===== config.mk =====
export PLATFORM = sky130hd
export DESIGN_NAME = keypad_scanner_flat
export DESIGN_NICKNAME = d
export VERILOG_FILES = /design/src/rtl/keypad_pkg.sv /design/src/rtl/keypad_scanner_if.sv /design/src/rtl/key_decode.sv /design/src/rtl/keypad_scanner.sv /design/src/flat_wrapper.sv
export SDC_FILE = /design/constraint.sdc
export NUM_CORES = 1
export LEC_CHECK = 0
export CAP_MARGIN = 20
export CORE_MARGIN = 1.5
export CORE_UTILIZATION = 60
export DETAILED_ROUTE_END_ITERATION = 8
export MAX_ROUTING_LAYER = met4
export PLACE_DENSITY = 0.8
export SLEW_MARGIN = 20
export SYNTH_ARGS = -nofsm -noshare
export SYNTH_HDL_FRONTEND = slang
export SYNTH_HIERARCHICAL = 1
export SYNTH_SLANG_ARGS = --single-unit

===== constraint.sdc =====
create_clock -name clk -period 4.15 [get_ports clk]
set_input_delay 0.83 -clock clk [delete_from_list [all_inputs] [get_ports clk]]
set_output_delay 0.83 -clock clk [all_outputs]
set_load 0.03 [all_outputs]

===== src/rtl/keypad_pkg.sv =====
// =============================================================================
// Module      : keypad_pkg
// Description : Shared types, row pattern and hex key map for the 4x4 keypad
//               scanner.
// Revision    : 1.0  initial release
// =============================================================================
`default_nettype none

package keypad_pkg;

    typedef enum logic [1:0] {
        SCAN       = 2'd0,
        PRESS_DB   = 2'd1,
        HELD       = 2'd2,
        RELEASE_DB = 2'd3
    } keypad_state_t;

    localparam logic [3:0] ROW_INIT = 4'b1110;

    // Indexed {row, col}; col 0 is the leftmost column.
    localparam logic [3:0] KEY_MAP [16] = '{
        4'h1, 4'h2, 4'h3, 4'hA,
        4'h4, 4'h5, 4'h6, 4'hB,
        4'h7, 4'h8, 4'h9, 4'hC,
        4'hE, 4'h0, 4'hF, 4'hD
    };

    function automatic logic [3:0] row_drive(input logic [1:0] idx);
        logic [7:0] twice;
        twice = {ROW_INIT, ROW_INIT} << idx;
        return twice[7:4];
    endfunction

    function automatic logic [1:0] lowest_low(input logic [3:0] cols);
        if (!cols[0])      return 2'd0;
        else if (!cols[1]) return 2'd1;
        else if (!cols[2]) return 2'd2;
        else               return 2'd3;
    endfunction

    function automatic logic exactly_one_low(input logic [3:0] cols);
        logic [3:0] low;
        low = ~cols;
        return (low != 4'd0) && ((low & (low - 4'd1)) == 4'd0);
    endfunction

endpackage

`default_nettype wire


===== src/rtl/keypad_scanner_if.sv =====
// =============================================================================
// Module      : keypad_scanner_if
// Description : Keypad matrix pins plus the decoded key stream to the display.
// Revision    : 1.0  initial release
// =============================================================================
`default_nettype none

interface keypad_scanner_if;
    logic [3:0] col;
    logic [3:0] row;
    logic [3:0] key_code;
    logic       key_valid;
    logic       key_held;

    modport master (
        input  col,
        output row,
        output key_code,
        output key_valid,
        output key_held
    );

    modport slave (
        output col,
        input  row,
        input  key_code,
        input  key_valid,
        input  key_held
    );
endinterface

`default_nettype wire


===== src/rtl/key_decode.sv =====
// =============================================================================
// Module      : key_decode
// Description : Combinational {row index, col index} to hex key code lookup.
// Revision    : 1.0  initial release
// =============================================================================
`default_nettype none

module key_decode
    import keypad_pkg::*;
(
    input  logic [1:0] row_idx,
    input  logic [1:0] col_idx,
    output logic [3:0] code
);

    assign code = KEY_MAP[{row_idx, col_idx}];

endmodule

`default_nettype wire


===== src/rtl/keypad_scanner.sv =====
// =============================================================================
// Module      : keypad_scanner
// Description : 4x4 keypad row scanner with press/release debounce; emits one
//               hex code per accepted press. Option: KEYPAD_GHOST_REJECT_EN.
// Revision    : 1.0  initial release
// =============================================================================
`default_nettype none

module keypad_scanner
    import keypad_pkg::*;
#(
    parameter int SCAN_DIV        = 1000,
    parameter int DEBOUNCE_CYCLES = 50000
) (
    input  logic              clk,
    input  logic              reset_n,
    keypad_scanner_if.master  kp
);

    localparam int SCAN_W = $clog2(SCAN_DIV) + 1;
    localparam int DB_W   = $clog2(DEBOUNCE_CYCLES) + 1;

    localparam logic [SCAN_W-1:0] DWELL_LAST = SCAN_W'(SCAN_DIV - 1);
    localparam logic [SCAN_W-1:0] DWELL_ONE  = SCAN_W'(1);
    localparam logic [DB_W-1:0]   DB_LAST    = DB_W'(DEBOUNCE_CYCLES);
    localparam logic [DB_W-1:0]   DB_ONE     = DB_W'(1);

    logic [3:0]        col_meta;
    logic [3:0]        col_s;

    keypad_state_t     state,    state_nx;
    logic [1:0]        row_idx,  row_idx_nx;
    logic [1:0]        lcol,     lcol_nx;
    logic [SCAN_W-1:0] dwell,    dwell_nx;
    logic [DB_W-1:0]   db,       db_nx;
    logic [3:0]        code_q,   code_nx;
    logic              valid_q,  valid_nx;
    logic              held_q,   held_nx;

    logic [3:0]        decoded;
    logic              press_seen;
    logic              lcol_high;

    always_ff @(posedge clk or negedge reset_n) begin
        if (!reset_n) begin
            col_meta <= 4'hF;
            col_s    <= 4'hF;
        end else begin
            col_meta <= kp.col;
            col_s    <= col_meta;
        end
    end

`ifdef KEYPAD_GHOST_REJECT_EN
    // Two or more low columns on one row may be a ghost; treat as no press.
    assign press_seen = exactly_one_low(col_s);
`else
    assign press_seen = (col_s != 4'hF);
`endif

    assign lcol_high = col_s[lcol];

    key_decode u_key_decode (
        .row_idx (row_idx),
        .col_idx (lcol),
        .code    (decoded)
    );

    always_ff @(posedge clk or negedge reset_n) begin
        if (!reset_n) begin
            state   <= SCAN;
            row_idx <= 2'd0;
            lcol    <= 2'd0;
            dwell   <= '0;
            db      <= '0;
            code_q  <= 4'd0;
            valid_q <= 1'b0;
            held_q  <= 1'b0;
        end else begin
            state   <= state_nx;
            row_idx <= row_idx_nx;
            lcol    <= lcol_nx;
            dwell   <= dwell_nx;
            db      <= db_nx;
            code_q  <= code_nx;
            valid_q <= valid_nx;
            held_q  <= held_nx;
        end
    end

    always_comb begin
        state_nx   = state;
        row_idx_nx = row_idx;
        lcol_nx    = lcol;
        dwell_nx   = dwell;
        db_nx      = db;
        code_nx    = code_q;
        valid_nx   = 1'b0;
        held_nx    = held_q;

        case (state)
            SCAN: begin
                if (dwell == DWELL_LAST) begin
                    dwell_nx = '0;
                    if (press_seen) begin
                        lcol_nx  = lowest_low(col_s);
                        db_nx    = '0;
                        state_nx = PRESS_DB;
                    end else begin
                        row_idx_nx = row_idx + 2'd1;
                    end
                end else begin
                    dwell_nx = dwell + DWELL_ONE;
                end
            end

            PRESS_DB: begin
                if (lcol_high) begin
                    row_idx_nx = row_idx + 2'd1;
                    state_nx   = SCAN;
                end else if (db == DB_LAST) begin
                    code_nx  = decoded;
                    valid_nx = 1'b1;
                    held_nx  = 1'b1;
                    state_nx = HELD;
                end else begin
                    db_nx = db + DB_ONE;
                end
            end

            HELD: begin
                // Only the latched column matters; a second key is ignored.
                if (lcol_high) begin
                    db_nx    = '0;
                    state_nx = RELEASE_DB;
                end
            end

            RELEASE_DB: begin
                if (!lcol_high) begin
                    state_nx = HELD;
                end else if (db == DB_LAST) begin
                    held_nx    = 1'b0;
                    row_idx_nx = row_idx + 2'd1;
                    state_nx   = SCAN;
                end else begin
                    db_nx = db + DB_ONE;
                end
            end

            default: state_nx = SCAN;
        endcase
    end

    assign kp.row       = row_drive(row_idx);
    assign kp.key_code  = code_q;
    assign kp.key_valid = valid_q;
    assign kp.key_held  = held_q;

endmodule

`default_nettype wire


===== src/flat_wrapper.sv =====
// flat-port wrapper written by rule: the top's interface ports become plain ports
module keypad_scanner_flat import keypad_pkg::*;
#(
    parameter int SCAN_DIV        = 1000,
    parameter int DEBOUNCE_CYCLES = 50000
)
  (clk, reset_n, kp_col, kp_row, kp_key_code, kp_key_valid, kp_key_held);
  keypad_scanner_if kp_i ();
  input  logic clk;
  input  logic reset_n;
  input wire logic [$bits(kp_i.col)-1:0] kp_col;
  output wire logic [$bits(kp_i.row)-1:0] kp_row;
  output wire logic [$bits(kp_i.key_code)-1:0] kp_key_code;
  output wire logic [$bits(kp_i.key_valid)-1:0] kp_key_valid;
  output wire logic [$bits(kp_i.key_held)-1:0] kp_key_held;
  assign kp_i.col = kp_col;
  assign kp_row = kp_i.row;
  assign kp_key_code = kp_i.key_code;
  assign kp_key_valid = kp_i.key_valid;
  assign kp_key_held = kp_i.key_held;
  keypad_scanner #(.SCAN_DIV(SCAN_DIV), .DEBOUNCE_CYCLES(DEBOUNCE_CYCLES)) u_core (.clk(clk), .reset_n(reset_n), .kp(kp_i));
endmodule

Word level (Yosys, flattened, before mapping)
Memories as Yosys holds them, arrays and structs flattened. A register that Yosys moved wholly into a read port is not among the register bits.
Index checks and enable logic that the tools add are counted.
{"block": "op_classes", "n_eq_ne": 17, "add_sub_neg": 3, "order_cmp": 1, "shift": 1, "reduce_logical": 10, "mux": 35, "bitwise_logic": 2}
{"operator": "$mux 17", "n": 6}
{"operator": "$pmux 17 s4", "n": 1}
{"operator": "$mux 2", "n": 14}
{"operator": "$add 17x1->17 const B", "n": 1}
{"operator": "$eq 17x16->1 const B", "n": 1}
{"operator": "$reduce_and 5->1", "n": 3}
{"operator": "$ne 2x1->1 const B", "n": 7}
{"operator": "$add 11x1->11 const B", "n": 1}
{"operator": "$eq 11x10->1 const B", "n": 1}
{"operator": "$mux 11", "n": 1}
{"operator": "$mux 1", "n": 9}
{"operator": "$pmux 2 s4", "n": 1}
{"operator": "$shl 8x2->8 const A", "n": 1}
{"operator": "$pmux 2 s3", "n": 1}
{"operator": "$reduce_and 3->1", "n": 2}
{"operator": "$reduce_and 6->1", "n": 1}
{"operator": "$not 4->5", "n": 1}
{"operator": "$eq 2x2->1 const B", "n": 2}
{"operator": "$ne 2x2->1 const B", "n": 2}
{"operator": "$ne 4x4->1 const B", "n": 1}
{"operator": "$lt 2x3->1 const B", "n": 1}
{"operator": "$ne 3x1->1 const B", "n": 1}
{"operator": "$ne 3x3->1 const B", "n": 1}
{"operator": "$reduce_bool 3->1", "n": 1}
{"operator": "8 further kinds", "n": 8}
{"block": "totals", "wordCells": 79, "mem_count": 1, "out_inout_bits": 10, "rom_bits": 64, "register_bits": 44}
{"name": "(name not given)", "depth": 16, "width": 4, "rd": 1, "rd_clocked_by_memory_dff": 1, "wr": 0, "line": "key_decode.sv:16", "text": "assign code = KEY_MAP[{row_idx, col_idx}];"}

Depth between registers and ports, before layout
Gate-level depths: netlist (run 1).
{"block": "depth", "word_depth": 4, "depth_mapped": 7, "ltp_nobuf": 6}

Modules after synthesis
Netlist (run 1), hierarchy kept.
{"mod": "keypad_scanner", "cells_per_inst": 300, "seq_area_each_um2": 1211.2, "area_per_inst_um2": 2862.7, "instances": 1}
{"mod": "key_decode", "cells_per_inst": 18, "seq_area_each_um2": 0.0, "area_per_inst_um2": 175.2, "instances": 1}

Worst setup path before layout (run 1)
Ideal clock, no wire load.
{"block": "synth_timing", "path_type": "flip-flop to flip-flop", "startpoint": "register u_core.lcol[1]", "endpoint": "register u_core.code_q[0] (netlist: u_core/kp.key_code[0])", "synth_period_minus_slack_ps": 2176, "setup_time_ps": 125, "path_stages_with_launch": 6, "slack_ps": 1974, "required_ps": 4025, "t_arrival_ps": 2051, "path_cell_list": "dfrtp_1 -> mux4_2 -> buf_6 -> or4_4 -> buf_6 -> mux2_4"}
{"block": "synth_via", "elab_chain_len": 4, "elab_cells_between_ends": 5, "classes_between": "mux (2); bitwise (2); reduce/logical (1)"}
{"item": "start, declared", "line": "keypad_scanner.sv:33", "text": "logic [1:0] lcol, lcol_nx;"}
{"item": "start signal, assigned", "line": "keypad_scanner.sv:82", "text": "lcol <= lcol_nx;"}
{"item": "$bmux 1 s2", "line": "keypad_scanner.sv:61", "text": "assign lcol_high = col_s[lcol];"}
{"item": "$mux 1 (implied by the code)", "line": "keypad_scanner.sv:61"}
{"item": "$not 1->1 (no line)"}
{"item": "$reduce_and 3->1 (no line)"}
{"item": "end, declared", "line": "keypad_scanner.sv:36", "text": "logic [3:0] code_q, code_nx;"}
Several ways; a longest one is shown, not always the timed one. The select of a mux whose other input is x is not followed.
A chain may end at the register's enable or synchronous reset.

Final worst setup path (run 1)
{"block": "layout_timing", "startpoint": "register u_core.row_idx[0]", "endpoint": "output kp_row[0]"}
{"block": "layout_via", "elab_chain_len": 1}
{"item": "start, declared", "line": "keypad_scanner.sv:32", "text": "logic [1:0] row_idx, row_idx_nx;"}
{"item": "start signal, assigned", "line": "keypad_scanner.sv:81", "text": "row_idx <= row_idx_nx;"}
{"item": "$shl 8x2->8", "line": "keypad_pkg.sv:30", "text": "twice = {ROW_INIT, ROW_INIT} << idx;"}
{"item": "end, declared", "line": "flat_wrapper.sv:12", "text": "output wire logic [$bits(kp_i.row)-1:0] kp_row;"}
No other way between the ends.

==> run metrics, run 1 <==
Avg Cell Area, Syn 9.553 um2; post-synth cell types 55; internal reg-to-reg setup slack 1580 ps; DR iter-0 viols 321; n_diodes 0; first drt pass iteration count 5; crit share post-route 66.77%; I/O Buffers 15; CORE AREA 4786 um2; largest net degree at the start of global routing 49; internal power 0.6600 mW; Post-synth EDFFs 0; Layout area overhead 7.949%; fin. max-slew vios 0; # resized after CTS 0; power share of the combinational group 2.9%; VDD IR-drop max 0.1920 mV; Syn Inst Count 318; CTS clk-pin slew, worst paths 90 ps; Crit. End Element output port; DR WL/cell 16.52 um; Yosys top cell by area dfrtp_1; Sw Share 21.48%; # setup viols final 0; RSZ-0062 raised after global routing no; WHS Path Cells 0; WP data required 3320 ps; maximum fanout along the worst path 12; Overflow after GRT 0; MaxCap Viol Count 0; critical path startpoint category register; routed via count 2576; Slew Limit Headroom 44.13%; Rows 25; die width 74.16 um; Cell Pwr Density 256.3 nW/um2; fin crit period 2771 ps; DRC viols 0; clock sink total 48; sw power 0.1805 mW; first-pass GRT wire length 10810 um; post-synth top area share 32.95%; ys flop type dfrtp_1; clock skew 10.28 ps; status completed; layout cells sized above 1 9.938%; Worst-Margin Slew 838.0 ps; Seq pwr share 56.9%; Fmax 360.9 MHz; Worst Hold Class reg2reg; Via density 6.622; antenna violations before repair 0; Power, Total 0.8406 mW; Final nets 339; total global-route track usage 26.24%; CTS H-tree lvls 2; P_leak 1.389 nW; Die Height 74.16 um; Root Driver clkbuf_8; top cells by area, synth dfrtp_1, dfstp_2, ha_1; Placer Congestion 0.8770; Clock power frac 40.2%; die area 5499 um2; TritonCTS clock tree done; IO Count 16; Filler Cell Count 368; CTS Buf Count 5; starting density of the core 63.48%; hold_buf cts 0; post-synthesis register bit count 48; vias in the first global route 2331; Ys Warns 6; Mapped Area 3038 um2; Async SR Flop Fraction 100.0%; critical path class reg2out; Clock Latency Late Sink 300 ps; HPWL Detailed 4226 um; sequential area share after synthesis 39.87%; worst reg2reg path depth 4; Post-Syn Nets 336; number of setup buffers added after CTS 0; WP data arrival 1940 ps; final hold vios 0; post-route ant nets 0; final WL 6426 um; setup TNS 0 ps; Clock Tree Buf Depth 2
-- metrics by stage --
| stage | util (%) | instances | hold WS, ps | cell area [um2] | setup WS [ps] |
|---|---|---|---|---|---|
| 2_1_floorplan | - | 318 | 345.2 | 3038 | 1974 |
| 6_report | 68.52 | 389 | 358.5 | 3279 | 1379 |
| 5_1_grt | 68.52 | 389 | 363.5 | 3279 | 1252 |
| 3_5_place_dp | 66.14 | 381 | 346.8 | 3166 | 1632 |
| 4_1_cts | 68.47 | 389 | 360.0 | 3277 | 1354 |
| 3_3_place_gp | 66.14 | 381 | 346.0 | 3166 | 1682 |
-- cells in the final DEF, fill, tap and decap left out, drive strengths merged, types with 2 or more instances in the layout --
cell           synthesis  routed
a311oi                 2       2
or3                    8       8
a41oi                  8       8
clkbuf                12       5
clkdlybuf4s50          0      14
inv                   20      20
nand2                 28      28
o2111ai                2       2
or4                    6       6
ha                    12      12
nand4                 12      12
o41ai                  2       2
nor4                   6       6
nand3                 16      16
nor4bb                 5       5
nor4b                  2       2
mux2i                  6       6
or2                    2       2
a41o                   2       2
dfstp                  8       8
dfrtp                 40      40
and3                   8       8
and4                   8       8
nor3                  17      17
xor2                   2       2
mux4                   2       2
a31oi                  2       2
and2                   5       5
nor2                  15      15
xnor2                  6       6
a21oi                  7       7
a21o                   4       4
mux2                   5       5
o211ai                10      10
o21ai                  4       4
a211o                  3       3
-- critical path, stage by stage (launching register included) --
cell and delay (ps):
dfrtp_1 580, inv_1 140, ha_1 220, inv_1 50, clkdlybuf4s50_1 660
-- cell usage after synthesis (2+ instances only) --
library cell / n
nor2_1: 15
or2_2: 2
o211ai_1: 10
and3_1: 8
xnor2_1: 5
buf_6: 3
a211o_1: 3
a41o_1: 2
inv_1: 20
a31oi_1: 2
dfrtp_1: 40
and2_1: 5
mux2i_1: 6
nand3_1: 16
clkbuf_1: 12
nand2_1: 28
or3_1: 8
nor4_1: 6
nor3_1: 17
o21ai_0: 4
mux2_4: 4
o2111ai_1: 2
buf_2: 3
a21oi_1: 7
nand4_1: 12
a21o_1: 4
o41ai_1: 2
nor4bb_1: 5
xor2_1: 2
dfstp_2: 8
ha_1: 12
and4_1: 8
a41oi_1: 8
nor4b_1: 2
a311oi_1: 2
mux4_2: 2
or4_1: 5
-- path summary, 6_finish.rpt --
kind | end | startpoint
max | kp_row[0] | u_core/row_idx[0]$_DFFE_PN0P_
min | u_core/col_s[3]$_DFF_PN1_ | u_core/col_meta[3]$_DFF_PN1_
max reg2reg | u_core/db[7]$_DFFE_PN0P_ | u_core/lcol[1]$_DFFE_PN0P_
min reg2reg | u_core/col_s[3]$_DFF_PN1_ | u_core/col_meta[3]$_DFF_PN1_
max in group asynchronous | u_core/db[8]$_DFFE_PN0P_ | reset_n
min in group asynchronous | u_core/kp.key_held$_DFFE_PN0P_ | reset_n
-- cells by family after synthesis --
| logic type | after synthesis | synth area share [%] |
|---|---|---|
| buf+inv | 39 | 5.807 |
| fa+ha+maj | 12 | 4.942 |
| simple gates | 144 | 27.02 |
| mux | 13 | 5.807 |
| xor+xnor | 8 | 2.924 |
| flops | 48 | 39.87 |
| compound gates | 54 | 13.63 |
-- cell type report --
type                            count  area [um2]  area share (%)
Clock buffer                        5       68.82           2.098
Clock inverter                      3       42.54           1.297
Inverter                           20       75.07           2.289
Multi-Input combinational cell    231        1650           50.32
Sequential cell                    48        1211           36.93
Tap cell                           67       83.83           2.556
Timing Repair Buffer               15       147.6           4.502
-- flip-flops by register name (all words and copies together) (netlist names), named ones only --
signal / flops
u_core/kp.key_held: 1
u_core/state: 1
u_core/col_s: 4
u_core/col_meta: 4
u_core/kp.key_valid: 1
u_core/row_idx: 2
u_core/lcol: 2
u_core/kp.key_code: 4
u_core/db: 17
u_core/dwell: 11
-- power by group through the flow --
stage	logic, mW	registers [mW]	clock network, mW
floorplan	0.0107	0.486	0
global placement	0.0245	0.487	0
detailed placement	0.0248	0.487	0
CTS	0.0249	0.478	0.346
global route	0.0276	0.479	0.363
finish	0.0245	0.478	0.338
-- per-layer routing --
metal / routed length (um) / track usage (%) / vias up
li1: - / - / 1202
met1: 2899 / 35.98 / 1220
met2: 2892 / 37.70 / 136
met3: 510 / 5.285 / 18
met4: 124 / 11.32 / 0
met5: 0 / - / -
(Power assumes the default switching activity.)
==> run 2, diff against run 1 <==
clock period = 2.6 ns   (was 4.15 ns; I/O delays follow)
==> run 2 against run 1 <==
  * Register-to-register slack lost 1300 ps
  * Clock skew shrank 1.0 ps
  * Flip-flop and latch count is the same
  * Sequential share of layout area shrank 0.28 points
  * Core utilization grew 0.60 points
  * Non-clock buffer count grew 8
  * Routed wire length grew 4.9%
  * Final cell count grew 2.1%
  * Die area is the same
  * Sequential power grew 59%
  * Highest routed layer unchanged
==> run metrics, run 2 (synthesis gave the netlist of run 1 again) <==
status completed; dpl cells 389 (+2.1%); internal reg-to-reg setup slack 290 ps (-1290 ps); Fmax 411.1 MHz; HPWL Detailed 4631 um (+9.6%); largest registers u_core/db (17), u_core/dwell (11); I/O Buffers 15 (unchanged); RSZ-0062 raised after global routing no; critical path startpoint category register; internal power 0.9584 mW (+45%); largest net degree at the start of global routing 33 (-33%); IO Count 16 (unchanged); most frequent cells in the layout dfrtp_1, nand2_1, inv_1; layout cells sized above 1 11.82% (+1.9 points); WP data arrival 1910 ps (-30 ps); DRC viols 0 (unchanged); post-route ant nets 0 (unchanged); sw power 0.2779 mW (+54%); DR WL/cell 16.97 um (+2.7%); Sw Share 22.48% (+1.0 points); Final nets 347 (+2.4%); Die Height 74.16 um (unchanged); Crit. End Element output port; DR iter-0 viols 302 (-5.9%); Top reg by flops u_core/db; RR Startpoint u_core/lcol[1]$_DFFE_PN0P_; Clock Tree Buf Depth 2 (unchanged); worst reg2reg path depth 4 (unchanged); WP data required 2080 ps (-1240 ps); CTS Buf Count 5 (unchanged); Via density 6.562 (-0.91%); maximum fanout along the worst path 10 (-2); vias in the first global route 2278 (-2.3%); Layout area overhead 8.896%; TritonCTS clock tree done; die width 74.16 um (unchanged); critical path class reg2out; routed via count 2605 (+1.1%); Clock power frac 35.1% (-5.1 points); Cell Pwr Density 373.7 nW/um2 (+46%); Placer Congestion 0.8599 (-1.9%); final non-filler cell total 397 (+2.1%); first drt pass iteration count 5 (unchanged); final WL 6738 um (+4.9%); most common cell after layout, fill and taps aside dfrtp_1; Seq pwr share 61.7% (+4.8 points); Rows 25 (unchanged); first-pass GRT wire length 11300 um (+4.5%); fin. max-slew vios 0 (unchanged); Root Driver clkbuf_8; final hold vios 0 (unchanged); setup TNS 0 ps (unchanged); P_leak 1.415 nW (+1.9%); clock sink total 48 (unchanged); CTS clk-pin slew, worst paths 90 ps (about the same); starting density of the core 63.48% (unchanged); VDD IR-drop max 0.3128 mV (+63%); MaxCap Viol Count 0 (unchanged); fin crit period 2432 ps; die area 5499 um2 (unchanged); reg-to-reg critical path endpoint u_core/db[14]$_DFFE_PN0P_; total global-route track usage 27.78% (+1.5 points); power share of the combinational group 3.2% (+0.3 points); Worst Hold Class in2async; # setup viols final 0 (unchanged); CORE AREA 4786 um2 (unchanged); crit share post-route 93.55%; Worst-Margin Slew 762.0 ps (-76.01 ps); Clock Latency Late Sink 310 ps (about the same); clock skew 9.283 ps (-0.9953 ps); Slew Limit Headroom 48.83% (+4.7 points); n_diodes 0 (unchanged); Filler Cell Count 360 (-2.2%); antenna violations before repair 0 (unchanged); Largest register FFs 17 (unchanged); Overflow after GRT 0 (unchanged); CTS H-tree lvls 2 (unchanged)
[run 2: cell types whose count changed in the layout (fill, tap and decap cells not counted), sizes merged]
cell | previous run | this run
buf | 1 | 9
clkinvlp | 1 | 0
bufinv | 1 | 0
clkbuf | 5 | 7
[run 2: area by class of cell]
cell class / instances / area [um2] / area share, %
Clock inverter: 1 / 5.005 / 0.1513
Inverter: 20 / 75.07 / 2.269
Tap cell: 67 / 83.83 / 2.534
Multi-Input combinational cell: 231 / 1650 / 49.89
Sequential cell: 48 / 1212 / 36.65
Clock buffer: 7 / 76.32 / 2.307
Timing Repair Buffer: 23 / 205.2 / 6.203
[run 2: power by group through the flow]
stage / clock [mW] / sequential [mW] / combinational (mW)
after floorplan: 0 / 0.775 / 0.0170
after global placement: 0 / 0.776 / 0.0407
after detailed placement: 0 / 0.777 / 0.0409
after CTS: 0.446 / 0.762 / 0.0409
after global routing: 0.479 / 0.763 / 0.0461
final: 0.434 / 0.762 / 0.0402
[run 2: metal layers]
layer	up-vias	global-route usage, %	wire length (um)	part of all wire [%]
met5	-	-	0	0
met4	0	8.642	80	1.2
met3	8	5.285	551	8.2
met2	126	37.10	3021	45
met1	1253	42.22	3085	46
li1	1218	-	-	-
[run 2: worst max-delay path, stage by stage (launching register included)]
cell	delay, ps
dfrtp_1	570
inv_1	130
ha_1	200
inv_1	50
clkdlybuf4s50_1	650
[run 2: how the worst max path moves through the flow]
stage,from,end,cells after the start
2_1_floorplan,u_core/lcol[1]$_DFFE_PN0P_,u_core/kp.key_code[0]$_DFFE_PN0P_,5
3_3_place_gp,u_core/lcol[1]$_DFFE_PN0P_,u_core/db[15]$_DFFE_PN0P_,4
3_5_place_dp,u_core/lcol[1]$_DFFE_PN0P_,u_core/db[14]$_DFFE_PN0P_,4
4_1_cts,u_core/row_idx[0]$_DFFE_PN0P_,kp_row[2],4
5_1_grt,u_core/row_idx[1]$_DFFE_PN0P_,kp_row[0],4
6_report,u_core/row_idx[1]$_DFFE_PN0P_,kp_row[1],4
[run 2: what timing repair did]
| item | CTS | global route |
|---|---|---|
| setup buffers | 0 | 0 |
| hold buffers | 0 | 0 |
| setup endpoints to repair | 0 | 2 |
| gates resized for setup | 0 | 1 |
[run 2: through the flow]
stage,hold WS (ps),util (%),worst slack (ps),instance area (um2),power (mW)
floorplan,224.4,-,424.0,3038,0.7924
global placement,346.9,67.40,380.3,3226,0.8165
detailed placement,346.8,67.40,323.6,3226,0.8174
CTS,125.9,69.10,63.13,3307,1.249
global route,146.0,69.12,12.82,3308,1.289
finish,121.1,69.12,167.7,3308,1.236
==> run 3, diff against run 2 <==
ABC_AREA = 1   (was default)
CORE_ASPECT_RATIO = 1.25   (was default)
==> run 3 against run 2 <==
  * Count of clock-buffer cells in the layout unchanged
  * Maximum frequency increased by 1.5%
  * Register-to-register slack gained 490 ps
  * Cell area down 4.5%
  * Highest routed layer unchanged
  * Worst hold slack gained 99 ps
  * Core utilization shrank 1.3 points
  * Die area decreased by 5.0%
  * Clock skew rose by 2.4 ps
  * Critical path depth stayed put
  * Sequential power is essentially flat
==> run metrics, run 3 <==
status completed; first-pass GRT wire length 9418 um (-17%); IO Count 16 (unchanged); Fmax 417.3 MHz (+1.5%); Clock Latency Late Sink 300 ps (about the same); n_diodes 0 (unchanged); RR Startpoint u_core/state[0]$_DFFE_PN0P_; most common cell after layout, fill and taps aside nand2_1; routed via count 2360 (-9.4%); Top delay family on crit path buffers and inverters; largest net degree at the start of global routing 27 (-18%); top cells by area, synth dfrtp_1, nand2_1, nor2_1; vias in the first global route 2285 (+0.31%); Crit-path slowest cell clkdlybuf4s50_1; RSZ-0062 raised after global routing no; TritonCTS clock tree done; Ys Warns 6 (unchanged); clock skew 11.68 ps (+2.395 ps); Crit. End Element output port; post-route ant nets 0 (unchanged); WP data arrival 1880 ps (-30 ps); Post-synth EDFFs 0 (unchanged); top-count cell post-synth nand2_1; critical path buffer and inverter count 3 (unchanged); clock sink total 48 (unchanged); final non-filler cell total 474 (+19%); P_leak 1.537 nW (+8.7%); Seq pwr share 62.3% (+0.6 points); Layout area overhead 9.874%; Sw Share 21.52% (-0.96 points); Root Driver clkbuf_8; Worst path most repeated cell inv_1; # resized after CTS 0 (unchanged); Worst Hold Class in2async; Async SR Flop Fraction 100.0% (unchanged); power share of the combinational group 2.6% (-0.6 points); Overflow after GRT 0 (unchanged); Mapped Area 2877 um2 (-5.3%); Slew Limit Headroom 59.45% (+11 points); critical path startpoint category register; MaxCap Viol Count 0 (unchanged); internal power 0.9574 mW (-0.10%); reg-to-reg critical path endpoint u_core/db[11]$_DFFE_PN0P_; mux share of post-synthesis cell area 0% (-5.8 points); post-synth cell types 30 (-45%); die area 5221 um2 (-5.0%); CTS clk-pin slew, worst paths 90 ps (about the same); Worst-Margin Slew 608.2 ps (-153.9 ps); largest registers u_core/db (17), u_core/dwell (11); antenna violations before repair 0 (unchanged); post-synth top area share 34.80% (+1.8 points); setup TNS 0 ps (unchanged); Largest register FFs 17 (unchanged); Post-Synth Adder-Cell Area 5.220% (+0.28 points); CORE AREA 4659 um2 (-2.6%); # setup viols final 0 (unchanged); HPWL Detailed 4041 um (-13%); Post-Syn Nets 412 (+23%); VDD IR-drop max 0.3017 mV (-3.5%); Synth Area in XOR/XNOR 4.263% (+1.3 points); post-synthesis register bit count 48 (unchanged); critical path class reg2out; Avg Cell Area, Syn 7.301 um2 (-24%); sw power 0.2625 mW (-5.5%); Via density 4.979 (-24%); number of setup buffers added after CTS 0 (unchanged); Clock power frac 35.1% (about the same); WP data required 2080 ps (about the same); starting density of the core 61.73% (-1.7 points); dpl cells 466 (+20%); hold_buf cts 0 (unchanged); Final nets 431 (+24%); largest family of logic cells by synthesized area simple AND/OR/NAND/NOR gates; die width 64.93 um (-12%); Yosys top cell by area dfrtp_1; Syn Inst Count 394 (+24%); DRC viols 0 (unchanged); worst reg2reg path depth 9 (+5); Synth Area in Simple Gates 36.93% (+9.9 points); I/O Buffers 15 (unchanged); crit share post-route 92.16% (-1.4 points); Cell Pwr Density 386.0 nW/um2 (+3.3%); slowest cell delay on critical path 650 ps (about the same); Die Height 80.42 um (+8.4%); crit-path cells inv_1 -> ha_1 -> inv_1 -> clkdlybuf4s50_1; most frequent cells in the layout nand2_1, nor2_1, inv_1; final WL 5453 um (-19%); compound-cell area share of the yosys netlist 3.915% (-9.7 points); ys flop type dfrtp_1; commonest cells in the netlist nand2_1, nor2_1, inv_1, dfrtp_1, nand3_1; Rows 28 (+12%); CTS H-tree lvls 2 (unchanged); internal reg-to-reg setup slack 780 ps (+490 ps); DR WL/cell 11.50 um (-32%); sequential area share after synthesis 42.11% (+2.2 points); DR iter-0 viols 120 (-60%); layout cells sized above 1 7.971% (-3.8 points); Clock Tree Buf Depth 2 (unchanged); CTS Buf Count 5 (unchanged); maximum fanout along the worst path 10 (unchanged); Placer Congestion 0.9480 (+10%); fin crit period 2396 ps (-36.08 ps); first drt pass iteration count 4 (-1); Top reg by flops u_core/db; total global-route track usage 23.98% (-3.8 points); fin. max-slew vios 0 (unchanged); final hold vios 0 (unchanged)
-- run 3: cell types whose count changed after synthesis, sizes merged, moves of 7 or more --
| cell | before | now |
|---|---|---|
| nand2 | 28 | 157 |
| clkbuf | 12 | 1 |
| nor2 | 15 | 62 |
| nor3 | 17 | 3 |
| o211ai | 10 | 0 |
| and4 | 8 | 0 |
| xor2 | 2 | 9 |
| and3 | 8 | 0 |
| inv | 20 | 47 |
| or3 | 8 | 0 |
| a41oi | 8 | 0 |
-- run 3: metal layers --
| layer | wire [um] | vias up | track usage (%) |
|---|---|---|---|
| met5 | 0 | - | - |
| met4 | 125 | 0 | 11.28 |
| met3 | 95 | 10 | 4.202 |
| met2 | 2864 | 25 | 43.92 |
| met1 | 2368 | 1087 | 24.66 |
| li1 | - | 1238 | - |
-- run 3: per-stage QoR --
stage	total power [mW]	cell area (um2)	hold slack, ps	worst slack [ps]	util, %
CTS	1.239	3161	224.6	180.7	67.83
detailed placement	0.8077	3079	346.9	526.4	66.08
global route	1.270	3161	240.8	72.64	67.83
finish	1.220	3161	219.8	203.8	67.83
global placement	0.8063	3079	346.6	569.8	66.08
floorplan	0.7800	2877	224.4	1022	-
-- run 3: area by class of cell --
| type | count | area (um2) |
|---|---|---|
| Fill cell | 404 | 1499 |
| Multi-Input combinational cell | 294 | 1448 |
| Sequential cell | 48 | 1211 |
| Inverter | 48 | 180.2 |
| Timing Repair Buffer | 16 | 165.2 |
| Clock buffer | 7 | 76.32 |
| Tap cell | 60 | 75.07 |
| Clock inverter | 1 | 5.005 |
-- run 3: worst max path at each step --
stage | from | endpoint | slack (ps) | cells past startpoint
finish | u_core/row_idx[0]$_DFFE_PN0P_ | kp_row[0] | 200 | 4
CTS | u_core/row_idx[0]$_DFFE_PN0P_ | kp_row[0] | 180 | 4
floorplan | u_core/db[0]$_DFFE_PN0P_ | u_core/db[13]$_DFFE_PN0P_ | 1020 | 13
global placement | u_core/row_idx[0]$_DFFE_PN0P_ | kp_row[0] | 570 | 4
detailed placement | u_core/row_idx[0]$_DFFE_PN0P_ | kp_row[0] | 530 | 4
global route | u_core/row_idx[0]$_DFFE_PN0P_ | kp_row[2] | 70 | 4
-- run 3: power groups by stage --
stage | combinational, mW | clock (mW) | sequential (mW)
3_5_place_dp | 0.0329 | 0 | 0.775
4_1_cts | 0.0327 | 0.446 | 0.761
2_1_floorplan | 0.00602 | 0 | 0.774
5_1_grt | 0.0357 | 0.474 | 0.761
3_3_place_gp | 0.0319 | 0 | 0.774
6_report | 0.0315 | 0.428 | 0.760
-- run 3: kinds of logic after synthesis --
| family | Yosys count |
|---|---|
| xor+xnor | 14 |
| flops | 48 |
| buf+inv | 52 |
| fa+ha+maj | 12 |
| simple gates | 249 |
| compound gates | 19 |
